## src/rtl/ram_tester.sv

```systemverilog
// ram_tester: fills a 2^ADDR_W x DATA_W RAM with addr^seed, reads it back and
// reports the mismatch count, the first failing address and a pass flag.
module ram_tester #(
   parameter int ADDR_W = 4,
   parameter int DATA_W = 4
) (
   input  logic              clk,
   input  logic              rst,
   input  logic              start,
   input  logic              mode,
   input  logic [DATA_W-1:0] seed,
   output logic              ram_we,
   output logic [ADDR_W-1:0] ram_addr,
   output logic [DATA_W-1:0] ram_wdata,
   input  logic [DATA_W-1:0] ram_rdata,
   output logic              busy,
   output logic              done,
   output logic              pass,
   output logic [ADDR_W:0]   err_count,
   output logic [ADDR_W-1:0] first_err_addr
);
   typedef enum logic [1:0] {IDLE, FILL, VERIFY, FINISH} state_t;
   state_t state, state_nx;
   logic [ADDR_W-1:0] cnt;
   logic [DATA_W-1:0] seed_q, expected;
   logic last, accept, mismatch;
   assign last      = cnt == {ADDR_W{1'b1}};
   assign accept    = state == IDLE && start;
   assign expected  = cnt[DATA_W-1:0] ^ seed_q;
   assign mismatch  = state == VERIFY && ram_rdata != expected;
   assign ram_we    = state == FILL;
   assign ram_addr  = state == IDLE ? '0 : cnt;
   assign ram_wdata = state == FILL ? expected : '0;
   assign busy      = state != IDLE;
   assign done      = state == FINISH;
   always_comb begin
      state_nx = state;
      unique case (state)
         IDLE:    state_nx = start ? (mode ? VERIFY : FILL) : IDLE;
         FILL:    state_nx = last ? VERIFY : FILL;
         VERIFY:  state_nx = last ? FINISH : VERIFY;
         default: state_nx = IDLE;
      endcase
   end
   always_ff @(posedge clk) begin
      if (rst) begin
         state          <= IDLE;
         cnt            <= '0;
         seed_q         <= '0;
         err_count      <= '0;
         first_err_addr <= '0;
         pass           <= 1'b0;
      end else begin
         state <= state_nx;
         if (accept) begin
            cnt            <= '0;
            seed_q         <= seed;
            err_count      <= '0;
            first_err_addr <= '0;
            pass           <= 1'b0;
         end
         // FILL wraps the counter back to 0 for VERIFY; VERIFY parks at the top
         if (state == FILL || (state == VERIFY && !last))
            cnt <= cnt + 1'b1;
         if (mismatch) begin
            err_count <= err_count + 1'b1;
            if (err_count == '0)
               first_err_addr <= cnt;
         end
         if (state == FINISH)
            pass <= err_count == '0;
      end
   end
endmodule
```

## config.mk

```make
export PLATFORM = sky130hd
export DESIGN_NAME = ram_tester
export DESIGN_NICKNAME = d
export VERILOG_FILES = /design/src/rtl/ram_tester.sv
export SDC_FILE = /design/constraint.sdc
export NUM_CORES = 1
export LEC_CHECK = 0
export ABC_AREA = 1
export CORE_MARGIN = 2
export CORE_UTILIZATION = 48
export CTS_CLUSTER_DIAMETER = 100
export CTS_CLUSTER_SIZE = 30
export DETAILED_ROUTE_END_ITERATION = 7
export GPL_TIMING_DRIVEN = 0
export PLACE_DENSITY = 0.78
export SLEW_MARGIN = 0
export SYNTH_ARGS = -nofsm -noshare
export SYNTH_HDL_FRONTEND = slang
export SYNTH_SLANG_ARGS = --single-unit
```

## constraint.sdc

```tcl
create_clock -name clk -period 1.43 [get_ports clk]
set_input_delay 0.3575 -clock clk [delete_from_list [all_inputs] [get_ports clk]]
set_output_delay 0.3575 -clock clk [all_outputs]
set_load 0.02 [all_outputs]
```

# --- Word-level counts from Yosys, hierarchy flattened ---
# Cells that the tools add are included.
op_classes:
  n_addsub: 2
  eq_ne: 5
  mux: 16
  n_bitwise: 1
  reduce_logical: 11
ops:
  columns: ["cell", "n"]
  rows:
  - ["$mux W4", 7]
  - ["$mux W5", 2]
  - ["$reduce_bool A2 Y1", 4]
  - ["$mux W2", 3]
  - ["$pmux W2 S3", 1]
  - ["$add A5 B1 Y5 const B", 1]
  - ["$logic_not A5 Y1", 1]
  - ["$add A4 B1 Y4 const B", 1]
  - ["$eq A2 B2 Y1 const B", 2]
  - ["$eq A4 B4 Y1 const B", 1]
  - ["$ne A4 B4 Y1", 1]
  - ["$xor A4 B4 Y4", 1]
  - ["$logic_and A1 B1 Y1", 3]
  - ["$mux W1", 3]
  - ["$eq A2 B1 Y1 const B", 1]
  - ["$logic_not A2 Y1", 1]
  - ["$logic_not A1 Y1", 1]
  - ["$logic_or A1 B1 Y1", 1]
word_totals:
  ff_bits: 20
  in_bits: 12
  output_inout_bits: 21
  elab_cells: 41

# --- Logic depth before layout (Yosys ltp) ---
depth:
  ltp_word: 5
  ltp_mapped: 10
  ltp_nobuf: 10

# --- Worst setup path before layout ---
# OpenSTA, ideal clock, no wires.
synth_path:
  path_kind: "reg2reg"
  startpoint: "register err_count[0]"
  endpoint: "register first_err_addr[0]"
  arrival_ns: 1.338
  required_time_ns: 1.360
  setup_slack_ns: 0.022
  stages_incl_launch_ff: 8
  path_buffers: 0
  path_cell_list: "dfxtp_1 inv_1 ha_1 nand3_1 nand3_1 o21ai_0 nand3_1 a21oi_2"
synth_between:
  elab_chain_cells: 3
synth_lines:
  columns: ["item", "line", "rtl"]
  rows:
  - ["from (decl)", "19", "output logic [ADDR_W:0] err_count,"]
  - ["from (signal assigned)", "66", "err_count <= err_count + 1'b1;"]
  - ["$logic_not A5 Y1", "67", "if (err_count == '0)"]
  - ["$mux W4", "67", null]
  - ["$mux W4", "65", "if (mismatch) begin"]
  - ["to (signal assigned)", "68", "first_err_addr <= cnt;"]
  - ["to (decl)", "20", "output logic [ADDR_W-1:0] first_err_addr"]
# No other way between the ends.
# A chain may end at the register's enable or synchronous reset.

# --- Final worst setup path ---
layout_path:
  startpoint: "register cnt[0]"
  endpoint: "output ram_wdata[0]"
layout_between:
  elab_chain_cells: 2
layout_lines:
  columns: ["item", "line", "rtl"]
  rows:
  - ["from (decl)", "24", "logic [ADDR_W-1:0] cnt;"]
  - ["from (signal assigned)", "64", "cnt <= cnt + 1'b1;"]
  - ["$xor A4 B4 Y4", "29", "assign expected = cnt[DATA_W-1:0] ^ seed_q;"]
  - ["$mux W4", "33", "assign ram_wdata = state == FILL ? expected : '0;"]
  - ["to (decl)", "14", "output logic [DATA_W-1:0] ram_wdata,"]
# No other way between the ends.

==> impl_results.md <==
- Status: finished, violations left
- Failing checks: negative setup slack
- Lkg Pwr: about 0.85 nW
- Global Route Usage Sum: between 20% and 30%
- Type of origin of the critical path: flop
- DRT iter0 DRCs: 37
- CTS root buf: clkbuf_4
- Initial antenna violation count: 0
- Ys Warns: 0
- RSZ-0062 raised after global routing: true
- Most common cell after layout, fill and taps aside: nand2_1
- Hold Crit Class: reg -> reg
- Clock skew: 0.0104 ns
- Complex-gate fraction of the synthesized area: between 15 and 20%
- Clock share of power: 20.3%
- Setup-failing EPs final: 22
- Cts bufs inserted: 3
- Most frequent cells in the layout: nand2_1, nand3_1, buf_6
- Post-Syn Nets: roughly 190
- Drt pass-1 iters: 4
- Slowest CP cell: dfxtp_4
- Final Hold Fails: 0
- CP max stage delay: 0.39 ns
- NetSw: roughly 500 uW
- Main flop type after synthesis: dfxtp_1
- Post-synthesis mux area share: 0%
- Core area: roughly 0.0025 sq mm
- Worst slew margin: 77.7%
- CP endpoint kind: output pin
- Multi-input combinational cell area: approximately 910 sq um
- Yosys reg bits: 20
- I/O Buffers: 32
- Sink Count: 20
- H-tree levels: 1
- Fin area: 0.00202 sq mm
- Synth Area per Inst: between 7 and 8 sq um
- EDFF count, synth: 0
- Post-route setup slack: -0.116 ns
- Worst-margin pin slew: approximately 0.33 ns
- Post-DP HPWL: roughly 2300 um
- CP Cell Sequence: inv_4, nand2_1, a21oi_1, buf_4
- Worst Path Max Fanout: 6
- Reg2Reg Setup Slack: -0.09 ns
- Die Y: roughly 55 um
- Fin crit period: 1.55 ns
- Clock latency on the worst-skew pair: around 0.31 ns
- GPL Wtd Cong: about 0.86
- Area of the die: 0.00302 sq mm
- Comb pwr share: a little over a third
- # diodes: 0
- FFs w/ async S/R, synth: 0%
- Post-DRT Antenna Nets: 0
- Largest family of logic cells by synthesized area: simple AND/OR/NAND/NOR gates
- Xor and xnor area share after synthesis: approximately 2.8%
- Vias: 1424
- Met2 WL: roughly 2200 um
- Post-placement cell area: about 0.0016 sq mm
- Maximum clock insertion buffer count: 2
- Flop pwr share: about 44%
- GRT overflow: 0
- Final period util: 108%
- Post-Synth Adder-Cell Area: 3.01%
- Largest net degree at the start of global routing: 11
- Netlist cell types: 24
- Int Power: between 800 and 900 uW
- Cell area after synthesis: 0.00125 sq mm
- Simple-gate share of the synthesized area: between 30% and 40%
- Fin Hold WS: ~0.5 ns
- Routed wire per std cell: 16.1 um
- Sequential fraction of the synthesis area: ~32%
- Global-route wire length before repair: between 6000 and 7000 um
- Top Ports: 33
- CTS tree: done
- Net Sw Frac: between 30% and 40%
- DRC: 0
- WS Path Type: reg -> out
- PwrDens: a little under 700 mW/mm^2
- Required @ worst endpoint: about 1.1 ns
- Max Cap Viol: 0
- Met1 Wirelength: between 1500 and 2000 um
- Synth area leaders: dfxtp_1, nand2_1, nand3_1
- Dpl ws: -0.393 ns
- Cell taking the most area after synthesis: dfxtp_1
- Post-detailed-routing wire length: between 4000 and 5000 um
- Die Width: approximately 55 um
- Layout cell share with drive strength beyond 1: between 50% and 60%
- NumNets Final: 244
- Worst Path Arrival: 1.19 ns
- Met3 wire length: around 160 um
- Highest metal used: met4
- Final Power: ~1.4 mW
- Vias per inst: 5.54
- Clock transition at path regs: approximately 0.11 ns
- Starting Density: 50.4%
- Slew Limit Fails: 0
- Row count: 18
- Vias in the first global route: 1366
- Yosys top cell area share: between 30% and 40%
- Area Overhead vs Synth: 62.2%
- Fillers: roughly 170
- Register Area: around 430 sq um
- Syn Inst Count: ~170
- Max rail drop VDD: approximately 0.52 mV
- Max Fclk: around 0.65 GHz
[routing by layer]
metal / up-vias / track usage, %
li1: 686 / -
met1: 671 / 33.1
met2: 54 / 50.6
met3: 13 / 2.96
met4: 0 / 9.76
met5: - / 0
[metrics by stage]
stage	instances	utilization, %	setup TNS, ns
3_5_place_dp	233	64.8	-7.37
6_report	257	81.7	-1.20
4_1_cts	252	72.8	-0.562
3_3_place_gp	233	64.8	-6.85
5_1_grt	257	81.7	-2.19
2_1_floorplan	171	-	0
[path summary, 6_finish.rpt]
path | start | end | depth (start not counted)
setup / recovery | cnt[0] | ram_wdata[0] | 4
hold / removal | seed_q[2] | seed_q[2] | 2
hold reg to reg | seed_q[2] | seed_q[2] | 2
setup reg to reg | state[1] | cnt[1] | 9
[logic make-up after synthesis]
group | after synthesis
AND/OR/NAND/NOR | 83
AO/OA/AOI/OAI | 34
buffers and inverters | 27
flip-flops | 20
XOR/XNOR | 4
adder cells (fa/ha/maj) | 3
[layout make-up]
type / instances / share of cell area (%)
multi-input combinational: 126 / 44.8
timing repair buffer: 51 / 23.9
sequential: 20 / 21.4
inverter: 23 / 5.01
buffer: 4 / 1.92
tap: 30 / 1.86
clock buffer: 3 / 1.11
[synth_stat cells, types with 2 or more instances]
cell type	n
a21oi_1	13
a21oi_2	9
buf_2	2
dfxtp_1	20
ha_1	3
inv_1	18
inv_2	5
nand2_1	34
nand2_4	2
nand3_1	25
nand3_2	9
nor2_1	7
nor2_2	2
nor2_4	2
o21ai_0	9
xor2_1	3
[power groups by stage]
stage / clock network, mW / registers, mW / logic, mW
after floorplan: 0 / 0.619 / 0.209
final: 0.281 / 0.614 / 0.487
after global routing: 0.309 / 0.616 / 0.519
after detailed placement: 0 / 0.621 / 0.322
after global placement: 0 / 0.618 / 0.315
after CTS: 0.278 / 0.607 / 0.393
[critical path: cells and delay by family (launching register included)]
kind	cells	cell delay (ns)
AND/OR/NAND/NOR	1	0.09
flip-flops	1	0.39
buffers and inverters	2	0.25
AO/OA/AOI/OAI	1	0.15
[registers in the layout (all words and copies together), names as in the netlist]
name	count
cnt	4
first_err_addr	4
err_count	5
seed_q	4
state	2
pass	1
[timing repair]
action,CTS,global route
setup buffers,15,4
endpoints found under the hold margin,0,0
hold buffers,0,0
setup endpoints to repair,35,34
gates resized for setup,105,63
pin swaps,7,12
gates cloned,1,1
Note: power is estimated with default switching activity, not from simulation.
